==> config.mk <==
export PLATFORM = sky130hd
export DESIGN_NAME = fountain_v2_keystream
export DESIGN_NICKNAME = d
export VERILOG_FILES = /design/src/rtl/fountain_v2_keystream.sv
export SDC_FILE = /design/constraint.sdc
export NUM_CORES = 1
export LEC_CHECK = 0
export CAP_MARGIN = 40
export CORE_UTILIZATION = 51
export DETAILED_ROUTE_END_ITERATION = 6
export MAX_ROUTING_LAYER = met4
export PLACE_DENSITY_LB_ADDON = 0.05
export SYNTH_ARGS = -nofsm -noshare
export SYNTH_HDL_FRONTEND = slang
export SYNTH_SLANG_ARGS = --single-unit
==> constraint.sdc <==
create_clock -name clk -period 2.55 [get_ports clk]
set_clock_uncertainty 0.15 [all_clocks]
set_input_delay 0.255 -clock clk [delete_from_list [all_inputs] [get_ports clk]]
set_output_delay 0.255 -clock clk [all_outputs]
set_load 0.01 [all_outputs]
==> src/rtl/fountain_v2_keystream.sv <==
// Fountain v2 keystream core: key/IV load, fixed warm-up, then XORs a keystream onto
// DATA_W-bit words with STEP_W unrolled shifts per clock.
module fountain_v2_keystream #(
  parameter int DATA_W      = 64,
  parameter int STEP_W      = 1,
  parameter int WARMUP_BITS = 256
) (
  input  logic              clk,
  input  logic              rst,
  input  logic              start,
  input  logic [127:0]      key,
  input  logic [95:0]       iv,
  output logic              busy,
  output logic              init_done,
  input  logic              in_valid,
  output logic              in_ready,
  input  logic [DATA_W-1:0] data_in,
  output logic              out_valid,
  input  logic              out_ready,
  output logic [DATA_W-1:0] data_out
);

  localparam int WARM_CYC = WARMUP_BITS / STEP_W;
  localparam int GEN_CYC  = DATA_W / STEP_W;
  localparam logic [15:0] WARM_LAST = 16'(WARM_CYC - 1);
  localparam logic [15:0] GEN_LAST  = 16'(GEN_CYC - 1);

  typedef enum logic [2:0] {IDLE, INIT, READY, GEN, OUT} state_t;

  state_t            state_reg;
  logic [127:0]      l_reg;
  logic [127:0]      n_reg;
  logic [DATA_W-1:0] data_reg;
  logic [15:0]       cnt_reg;

  logic              warm_up;
  logic [127:0]      l_st [STEP_W+1];
  logic [127:0]      n_st [STEP_W+1];
  logic [STEP_W-1:0] z_bits;
  logic [DATA_W-1:0] data_step;

  assign warm_up = (state_reg == INIT);
  assign l_st[0] = l_reg;
  assign n_st[0] = n_reg;

  // Stage gi is exactly the gi-th serial shift, so every STEP_W yields the same stream.
  for (genvar gi = 0; gi < STEP_W; gi++) begin : g_step
    logic [127:0] l;
    logic [127:0] n;
    logic f_b, g_b, z_b;
    assign l   = l_st[gi];
    assign n   = n_st[gi];
    assign f_b = l[0] ^ l[7] ^ l[38] ^ l[70] ^ l[81] ^ l[96];
    assign g_b = l[0] ^ n[0] ^ n[26] ^ n[56] ^ n[91] ^ n[96]
               ^ (n[3] & n[67]) ^ (n[11] & n[13]) ^ (n[17] & n[18]);
    assign z_b = n[2] ^ n[15] ^ n[36] ^ n[45] ^ n[64] ^ n[73] ^ n[89] ^ l[93]
               ^ (l[8] & n[12]) ^ (l[13] & l[20]);
    assign z_bits[gi] = z_b;
    assign l_st[gi+1] = {f_b ^ (warm_up & z_b), l[127:1]};
    assign n_st[gi+1] = {g_b ^ (warm_up & z_b), n[127:1]};
  end

  // The word rotates right by STEP_W each clock; after GEN_CYC clocks every bit is back
  // in place, having met keystream bit i at position i.
  if (STEP_W == DATA_W) begin : g_full
    assign data_step = data_reg ^ z_bits;
  end else begin : g_part
    assign data_step = {data_reg[STEP_W-1:0] ^ z_bits, data_reg[DATA_W-1:STEP_W]};
  end

  always_ff @(posedge clk) begin
    if (rst) begin
      state_reg <= IDLE;
      l_reg     <= '0;
      n_reg     <= '0;
      data_reg  <= '0;
      cnt_reg   <= '0;
    end else begin
      case (state_reg)
        IDLE: begin
          if (start) begin
            n_reg     <= key;
            l_reg     <= {32'hFFFF_FFFE, iv};
            cnt_reg   <= '0;
            state_reg <= INIT;
          end
        end
        INIT: begin
          l_reg <= l_st[STEP_W];
          n_reg <= n_st[STEP_W];
          if (cnt_reg == WARM_LAST) begin
            cnt_reg   <= '0;
            state_reg <= READY;
          end else begin
            cnt_reg <= cnt_reg + 16'd1;
          end
        end
        READY: begin
          if (start) begin
            n_reg     <= key;
            l_reg     <= {32'hFFFF_FFFE, iv};
            cnt_reg   <= '0;
            state_reg <= INIT;
          end else if (in_valid) begin
            data_reg  <= data_in;
            cnt_reg   <= '0;
            state_reg <= GEN;
          end
        end
        GEN: begin
          l_reg    <= l_st[STEP_W];
          n_reg    <= n_st[STEP_W];
          data_reg <= data_step;
          if (cnt_reg == GEN_LAST) begin
            cnt_reg   <= '0;
            state_reg <= OUT;
          end else begin
            cnt_reg <= cnt_reg + 16'd1;
          end
        end
        OUT: begin
          if (out_ready) state_reg <= READY;
        end
        default: state_reg <= IDLE;
      endcase
    end
  end

  assign busy      = (state_reg == INIT);
  assign init_done = (state_reg == READY) || (state_reg == GEN) || (state_reg == OUT);
  assign in_ready  = (state_reg == READY) && !start;
  assign out_valid = (state_reg == OUT);
  assign data_out  = data_reg;

endmodule

* Word-level counts from Yosys, hierarchy flattened
Index checks and enable logic that the tools add are counted.
Word-level totals: logic and storage cells 85, bits in latches 0, RAM bits 0, output and inout port bits 68, register bits 339, memory bits (read-only) 0, bits of input ports 293, memories 0
Cells by class: eq/ne operators 14, bitwise logic cells 31, shift-type cells 0, $mul 0, order comparisons 0, add/subtract/negate cells 1, div/mod/pow operators 0, muxes and demuxes 20, reduce and logical (&&, ||, !) cells 14
Operators with widths (count):
- case mux 128 bit (2 select lines) | 2
- two-way mux 128 bit | 2
- two-way mux 64 bit | 2
- case mux 64 bit (2 select lines) | 1
- two-way mux 16 bit | 5
- case mux 16 bit (4 select lines) | 1
- XOR 1 bit | 25
- two-way mux 3 bit | 6
- adder 16 x 1 -> 16 bit, second input constant | 1
- == test 16 x 6 -> 1 bit, second input constant | 1
- == test 16 x 8 -> 1 bit, second input constant | 1
- case mux 3 bit (5 select lines) | 1
- inequality test 2 bit, second input constant | 4
- bitwise AND 1 bit | 6
- == test 3 x 2 -> 1 bit, second input constant | 2
- inequality test 2 x 1 -> 1 bit, second input constant | 3
- AND reduction 3 bit | 2
- AND reduction 5 bit | 1
- nonzero test 2 bit | 2
- nonzero test 4 bit | 1
- OR reduction 2 bit | 2
- == test 3 x 1 -> 1 bit, second input constant | 1
- == test 3 bit, second input constant | 1
- logical NOT 3 bit | 1
- 5 further kinds | 6

* Depth between registers and ports, before layout
Gate-level depths: netlist of the first run.
word-level depth 12, gate-level depth with buffers 8, mapped depth without buffers 7

* Worst setup path after synthesis of the first run
OpenSTA, ideal clock, no wires.
path kind reg-to-reg, start point register cnt_reg[0], end point register cnt_reg[10], path slack 732 ps, arrival time 1597 ps, cell stages (with the launch flop) 8, setup time 70 ps, required time 2330 ps, path buffers 0, cell sequence dfxtp_1 ha_1 nand3_2 nor3_1 nand3_1 nor4_1 a31oi_1 a21oi_1
Between the ends: longest elaborated chain between the ends 3
RTL lines:
- start, declared | line 34 | logic [15:0] cnt_reg;
- start signal, assigned | line 95 | cnt_reg <= cnt_reg + 16'd1;
- start signal, assigned | line 118 | cnt_reg <= cnt_reg + 16'd1;
- adder 16 x 1 -> 16 bit (tied with other cells) | line 95, 118
- two-way mux 16 bit, on equally long branches | line 114, 91
- case mux 16 bit (4 select lines) * | line 79 | case (state_reg)
Mark *: on every way between the ends. The rest lies on a longest branch, timed or not. A chain may end at the register's enable or synchronous reset.

* Worst setup path in the final report of the first run
start point register state_reg[2], end point output busy
Between the ends: longest elaborated chain between the ends 1
RTL lines:
- start, declared | line 30 | state_t state_reg;
- start signal, assigned | line 73 | state_reg <= IDLE;
- start signal, assigned | line 85 | state_reg <= INIT;
- start signal, assigned | line 93 | state_reg <= READY;
- == test 3 x 1 -> 1 bit | line 129 | assign busy = (state_reg == INIT);
- end, declared | line 13 | output logic busy,
Every way passes these cells.

==> results of run 1 <==
## synth_stat cells, types with 2 or more instances
cell type / instances / area, µm²
o22ai_1: 2 / 12.5
dfxtp_1: 339 / 6790
o21ai_0: 9 / 45.0
or3_1: 3 / 18.8
nor3_1: 258 / 1290
nor2b_1: 223 / 1400
clkbuf_1: 138 / 518
a211oi_1: 2 / 15.0
a22oi_1: 3 / 22.5
a311oi_1: 48 / 420
and4_1: 2 / 17.5
nor3b_1: 3 / 22.5
a31oi_1: 6 / 37.5
nor2_1: 816 / 3060
and3_1: 3 / 18.8
buf_2: 41 / 205
xnor2_1: 24 / 210
nand2b_1: 4 / 25.0
nor4_1: 4 / 25.0
a21o_1: 2 / 15.0
nand2_1: 118 / 443
xor2_1: 2 / 17.5
a21oi_1: 232 / 1160
inv_1: 3 / 11.3
a222oi_1: 17 / 170
buf_1: 18 / 67.6
nand3_1: 6 / 30.0
and2b_1: 2 / 15.0
## layer usage
metal / vias to the layer above / share of wire / GRT usage
met5: - / 0 / -
met4: 0 / 0.027 / 0.0844
met3: 77 / 0.058 / 0.0519
met1: 7251 / 0.45 / 0.348
met2: 405 / 0.46 / 0.416
li1: 8174 / - / -
## final timing paths
kind                        start               end  slack (ns)  cells after the start
hold / removal                rst        cnt_reg[8]         0.1                      2
setup / recovery     state_reg[2]              busy        0.08                      3
hold reg to reg   g_step[0].l[97]   g_step[0].l[96]        0.31                      2
setup reg to reg     state_reg[0]  g_step[0].n[101]        0.40                      6
## where the power goes
| group | switching [mW] | internal, mW | leakage (nW) |
|---|---|---|---|
| Clock | 2.12 | 3.24 | 0.595 |
| Combinational | 1.58 | 1.51 | 5.27 |
| Sequential | 0.316 | 5.85 | 2.80 |
| Total | 4.01 | 10.6 | 8.67 |
## final cells by class
type	count	area, µm²	share of cell area
Antenna cell	2	5.00	0.000235
Multi-Input combinational cell	1805	8660	0.407
Clock inverter	6	83.8	0.00394
Clock buffer	58	1130	0.0530
Sequential cell	339	6790	0.319
Timing Repair Buffer	396	4110	0.193
Tap cell	396	495	0.0233
Inverter	3	11.3	0.000529
## logic make-up (layout without fill, tap and decap cells)
family,count (synthesis),after routing,share of synthesized area
compound gates,328,328,0.121
xor+xnor,27,27,0.0155
fa+ha+maj,1,1,0.000770
buf+inv,201,463,0.0498
flops,339,339,0.418
mux,1,1,0.000616
other cells,0,2,0
simple gates,1448,1448,0.395
## metrics by stage
stage	power, mW	area, µm²	instances	hold WS, ns
after floorplan	8.28	16200	2345	0.255
after global placement	9.27	20100	2939	0.292
after detailed placement	9.36	20100	2939	0.305
after CTS	14.7	21300	3003	0.110
after global routing	15.4	21300	3005	0.149
final	14.6	21300	3005	0.0984
==> metrics.txt, run 1 <==
clock latency on the worst-skew pair=between 0.5 and 0.6 ns; total global-route track usage=0.267; Final Hold Viols=0; total gr overflow=0; setup_tns=0 ns; Final Util=0.687; Avg WL per Cell=around 15 µm; critical path, cell by cell=nand2b_1 > nor2_1 > clkdlybuf4s50_1; # H-tree levels=2; WS Path Type=reg -> out; Post-synth EDFFs=0; worst vdd ir=between 0.0005 and 0.0006 V; drc violations=0; dpl hpwl=27.6 mm; DIE AREA=roughly 0.033 mm²; final count of negative-setup-slack endpoints=0; Reg clk slew, reported paths=around 0.060 ns; critical path arrival=between 2 and 2.5 ns; RSZ-0062 raised after global routing=no; Core Footprint=just over 0.03 mm²; CP max FO=18; Hold Path Class=in -> reg; routed via count=between 15,000 and 20,000; commonest non-fill, non-tap cell in the layout=nor2_1; Seq/Total Area, Yosys=0.418; synthesized area=approximately 0.016 mm²; share of cells above drive strength 1=0.0387; syn_area_per_cell=6.93 µm²; crit-path max cell delay=0.61 ns; hold buffers post-CTS=0; CTS buffer count=37; CP Buf/Inv Count=1; number of distinct library cells after synthesis=between 40 and 50; Layout Area Growth over Synthesis=31.0%; Critical Path Slowest Stage Cell=clkdlybuf4s50_1; Rel. slew slack=0.402; Site Rows=64; initial antenna violation count=2; Initial DRT Pass Iterations=7; Slew Limit Fails=0; IO Pins=361; ANT nets after route=0; Max Cap Viol=0; Post-synth top flop=dfxtp_1; width of the chip=approximately 180 µm; port bufs=360; Static Leak=8.67 nW; DR iter-0 viols=roughly 1,200; fillcell total=approximately 2,700; clk root buf=clkbuf_16; Synth Instances=about 2,300; crit start category=flop; kind of end point of the critical path=primary output; Async S/R FF share, synth=0; minimum clock period=2.47 ns; Die H=between 150 and 200 µm; DP Worst Slack=0.431 ns; TritonCTS clock tree=done; vias in the first global route=around 15,000; number of synthesized register bits=approximately 340; Final Wtd Congestion=around 0.83; final worst-path cycle share=0.970; Final #Nets=2,876; final setup margin=roughly 0.078 ns; DR vias/cell=5.29; most frequent cells in the layout=nor2_1, clkdlybuf4s50_1, dfxtp_1, nor3_1, a21oi_1; Worst-Margin Slew=0.897 ns; CP top delay family=buffers and inverters; status=completed; synth warn=0; number of buffers inserted to repair setup after CTS=0; Power Density=686 mW/mm²; largest net degree at the start of global routing=between 150 and 200; Max Root-Sink Buffers=3; global-route wire length before repair=just over 70 mm; required time of the critical path=2.14 ns; syn_nets=between 2,000 and 3,000; Initial Util=0.524; DRT Wirelength=around 44 mm; Resized Gates After CTS=0; TritonCTS Sinks=339; fmax=~400 MHz
(Power assumes the default switching activity.)
==> run 2, diff against run 1 <==
--- a/config.mk
+++ b/config.mk
@@ -7,8 +7,8 @@
 export LEC_CHECK = 0
 export CAP_MARGIN = 40
 export CORE_UTILIZATION = 51
+export CTS_CLUSTER_SIZE = 8
 export DETAILED_ROUTE_END_ITERATION = 6
-export MAX_ROUTING_LAYER = met4
 export PLACE_DENSITY_LB_ADDON = 0.05
 export SYNTH_ARGS = -nofsm -noshare
 export SYNTH_HDL_FRONTEND = slang
==> constraint.sdc (replaced) <==
create_clock -name clk -period 2.5 [get_ports clk]
set_clock_uncertainty 0.15 [all_clocks]
set_input_delay 0.25 -clock clk [delete_from_list [all_inputs] [get_ports clk]]
set_output_delay 0.25 -clock clk [all_outputs]
set_load 0.01 [all_outputs]
==> metrics.txt, run 2 (synthesis gave the netlist of run 1 again) <==
DIE AREA=0.0326 mm² (unchanged); global-route wire length before repair=72.9 mm (was 71.9 mm); critical path, cell by cell=nand2b_1 > nor3_4 > clkdlybuf4s50_1 (was nand2b_1 > nor2_1 > clkdlybuf4s50_1); port bufs=360 (unchanged); setup_tns=0 ns (unchanged); total global-route track usage=0.263 (was 0.267); Static Leak=8.72 nW (was 8.67 nW); DR iter-0 viols=1,389 (was 1,190); CP top delay family=buffers and inverters (unchanged); TritonCTS clock tree=done (unchanged); Hold Path Class=in -> reg (unchanged); RSZ-0062 raised after global routing=no (unchanged); Power Density=707 mW/mm² (was 686 mW/mm²); Critical Path Slowest Stage Cell=clkdlybuf4s50_1 (unchanged); ANT nets after route=0 (unchanged); critical path arrival=1.98 ns (was 2.07 ns); Initial DRT Pass Iterations=7 (unchanged); kind of end point of the critical path=primary output (unchanged); dpl hpwl=27.5 mm (was 27.6 mm); required time of the critical path=2.10 ns (was 2.14 ns); WS Path Type=reg -> out (unchanged); Initial Util=0.524 (unchanged); Hold WS=0.0942 ns (was 0.0984 ns); crit-path max cell delay=0.57 ns (was 0.61 ns); DR vias/cell=5.39 (was 5.29); share of cells above drive strength 1=0.0408 (was 0.0387); status=complete, but fails checks (was completed); Cells after DPL=2,941 (was 2,939); minimum clock period=around 2.4 ns; Max Cap Viol=0 (unchanged); width of the chip=180 µm (unchanged); most frequent cells in the layout=nor2_1, clkdlybuf4s50_1, dfxtp_1, nor3_1, a21oi_1 (unchanged); Final #Nets=2,893 (was 2,876); vias in the first global route=14,665 (was 14,588); Die H=180 µm (unchanged); # H-tree levels=2 (unchanged); Rel. slew slack=0.448 (was 0.402); final count of negative-setup-slack endpoints=0 (unchanged); Reg clk slew, reported paths=0.06 ns (about the same); routed via count=16,159 (was 15,907); initial antenna violation count=2 (unchanged); worst vdd ir=0.000487 V (was 0.000557 V); Core Footprint=0.0310 mm² (unchanged); Final Wtd Congestion=0.830 (was 0.826); Slew Limit Fails=0 (unchanged); Max Root-Sink Buffers=3 (unchanged); commonest non-fill, non-tap cell in the layout=nor2_1 (unchanged); CP max FO=14 (was 18); CTS buffer count=48 (was 37); clock latency on the worst-skew pair=0.54 ns (was 0.52 ns); final setup margin=0.121 ns (was 0.0776 ns); Worst-Margin Slew=0.827 ns (was 0.897 ns); drc violations=2 (was 0); fmax=around 420 MHz; clk root buf=clkbuf_16 (unchanged); IO Pins=361 (unchanged); DRT Wirelength=44.6 mm (was 43.9 mm); total gr overflow=0 (unchanged); DP Worst Slack=0.368 ns (was 0.431 ns); Final Util=0.690 (was 0.687); Final Hold Viols=0 (unchanged); TritonCTS Sinks=339 (unchanged); crit start category=flop (unchanged); Non-Filler Instances=3,000 (was 3,005); Avg WL per Cell=14.9 µm (was 14.6 µm); Layout Area Growth over Synthesis=31.7% (was 31.0%); largest net degree at the start of global routing=133 (was 157); CP Buf/Inv Count=1 (unchanged); final worst-path cycle share=0.952; failing checks=DRC; R2R Setup Slk=0.42 ns (was 0.40 ns); Site Rows=64 (unchanged)
-- run 2: cell types whose count changed in the layout (fill, tap and decap cells not counted), sizes merged --
cell	delta
buf	+4
bufinv	-2
clkbuf	-6
clkinv	-3
clkinvlp	+1
diode	+1
dlygate4sd3	+1
inv	-1
-- run 2: cell type report --
type | instances | area [µm²]
Clock inverter | 1 | 7.51
Fill cell | 2650 | 9600
Timing Repair Buffer | 402 | 4170
Multi-Input combinational cell | 1805 | 8670
Antenna cell | 3 | 7.51
Inverter | 3 | 11.3
Clock buffer | 51 | 1230
Tap cell | 396 | 495
Sequential cell | 339 | 6790
-- run 2: worst paths after layout --
check | startpoint | endpoint | cells past startpoint
max reg2reg | state_reg[0] | g_step[0].n[57] | 7
min | rst | cnt_reg[8] | 2
max | state_reg[2] | in_ready | 3
min reg2reg | g_step[0].l[97] | g_step[0].l[96] | 2
-- run 2: metal layers --
metal	up-vias	share of wire	GRT usage	wire (µm)
li1	8199	-	-	-
met1	7371	0.44	0.353	19800
met2	514	0.47	0.428	20800
met3	75	0.069	0.0530	3070
met4	0	0.022	0.0721	1000
met5	-	0	0	0
-- run 2: timing repair --
action | 4_1_cts | 5_1_grt
setup buffers | 0 | 2
pin swaps | 0 | 0
gates cloned | 0 | 1
endpoints found under the setup margin | 1 | 4
hold buffers | 1 | 0
endpoints found under the hold margin | 3 | 0
gates resized for setup | 1 | 3
-- run 2: metrics by stage --
step           total power, mW  cell area [µm²]
2_1_floorplan             8.44            16200
3_3_place_gp              9.46            20100
3_5_place_dp              9.54            20100
4_1_cts                   15.2            21300
5_1_grt                   15.9            21400
6_report                  15.1            21400
-- run 2: report_power, final --
| group | internal [mW] | leakage, nW | switching, mW |
|---|---|---|---|
| Sequential | 5.98 | 2.80 | 0.326 |
| Clock | 3.42 | 0.606 | 2.22 |
| Combinational | 1.56 | 5.31 | 1.62 |
==> edit: new RTL, settings of run 2 <==
The parameter `DATA_W` goes from 64 to 68.
--- a/src/rtl/fountain_v2_keystream.sv
+++ b/src/rtl/fountain_v2_keystream.sv
@@ -3,3 +3,3 @@
 module fountain_v2_keystream #(
-  parameter int DATA_W      = 64,
+  parameter int DATA_W      = 68,
   parameter int STEP_W      = 1,
Ports: changed (resized data_in and data_out); port bits go from 361 to 369. The function was not compared with the original's and may differ.
==> edit against run 2 <==
  * Design area decreased by 0.23%
  * Area after synthesis about the same
  * Power increased by 16%
  * Worst setup slack improved by 0.039 ns
  * Sequential cell count increased by 4
  * Register-to-register slack got worse by 0.16 ns
  * First-iteration DRC count decreased by 5.8%
  * Via count decreased by 7.0%
  * Sequential power increased by 12%
  * Utilization decreased by 0.16 points
  * Combinational power increased by 54%
  * Sequential share of layout area increased by 0.45 points
  * Routed wire length increased by 2.9%
  * Clock power increased by 0.7%
==> edit: results (changes against run 2) <==
metric;value;unit;change
CP endpoint;busy;;
DRT iter0 DRCs;1309;;-5.8%
R2R Path Start;g_step[0].n[89];;
leakage power;8.20;nW;-5.9%
PostCTS Resize Cnt;2;;+1
Post-Synth Adder-Cell Area;0.0770;%;about the same
yosys warns;0;;unchanged
largest net degree at the start of global routing;138;;+3.8%
sequential area share after synthesis;42.3;%;+0.50 points
Routed WL;45900;um;+2.9%
cells on worst reg2reg path;6;;-1
share of cells above drive strength 1;16.5;%;+12 points
post-synthesis xor/xnor area fraction;2.04;%;+0.49 points
CP max FO;27;;+13
Root Driver;clkbuf_16;;
status;completed;;
Max VDD drop;0.492;mV;+1.0%
nets;2427;;-16%
Pre-antenna DRT Iters;5;;-2
flop-to-flop setup slack;0.26;ns;-0.16 ns
Arr. time, crit path;1.94;ns;-0.04 ns
initial antenna violation count;9;;+7
vias in the first global route;14500;;-1.4%
IO Port Bufs;368;;+2.2%
global placer's final weighted congestion;0.843;;+1.6%
multiplexer area fraction after synthesis;0.131;%;+0.069 points
Crit Reg-Reg Endpoint;g_step[0].n[127];;
Compound-Gate Fraction of Synth Area;29.0;%;+17 points
synthesized net count;2189;;-17%
Post-route DRC;0;;-2
Int Pwr;12.4;mW;+14%
vias;15000;;-7.0%
relative slew slack;43.1;%;-1.8 points
fillcell total;2510;;-5.3%
synth top area cells;dfxtp_1, o221a_2, nor2b_1;;
DPL Wire Length;28200;um;+2.3%
GR Util All Layers;27.2;%;+0.87 points
-- edit: cell types whose count changed after synthesis, sizes merged, moves of 44 or more --
cell           run 2  this run
buf               60        16
o221a              0       254
nor2             816       314
nor3             258         8
clkbuf           138       193
nand3              7        71
-- edit: layer usage --
layer / share of wire, % / track usage, % / wire length [um]
met4: 2.5 / 9.23 / 1140
met3: 7.9 / 7.38 / 3610
met2: 45 / 42.8 / 20800
met1: 44 / 35.8 / 20300
met5: 0.052 / 0 / 24
-- edit: power by group through the flow --
stage               sequential (mW)  clock [mW]  combinational (mW)
floorplan                      7.00           0                3.32
global placement               7.07           0                4.79
detailed placement             7.10           0                4.86
CTS                            7.02        5.77                4.90
global route                   7.14        6.01                5.38
finish                         7.03        5.67                4.89
-- edit: layout make-up --
cell class	count	area share, %
sequential	343	32.2
multi-input combinational	1338	40.4
timing repair buffer	397	19.1
inverter	1	0.0528
tap	396	2.32
antenna	9	0.106
clock buffer	51	5.78
clock inverter	2	0.0821
-- edit: worst min path at each step --
stage | end | slack, ns | cells after the start | from
after CTS | data_out[66] | 0.04 | 4 | in_valid
final | data_out[66] | 0.05 | 4 | in_valid
after global placement | g_step[0].l[96] | 0.30 | 2 | g_step[0].l[97]
after detailed placement | g_step[0].l[96] | 0.31 | 2 | g_step[0].l[97]
after global routing | data_out[66] | 0.07 | 4 | in_valid
after floorplan | data_out[66] | 0.27 | 2 | data_in[66]
-- edit: stage by stage --
step	total power [mW]	util, %	area, um^2	setup WS (ns)	instances
global route	18.5	68.8	21300	0.0390	2534
finish	17.6	68.9	21300	0.160	2537
global placement	11.9	64.7	20000	0.190	2474
floorplan	10.3	-	16200	0.394	1891
CTS	17.7	68.7	21300	0.0569	2527
detailed placement	12.0	64.7	20000	0.147	2474
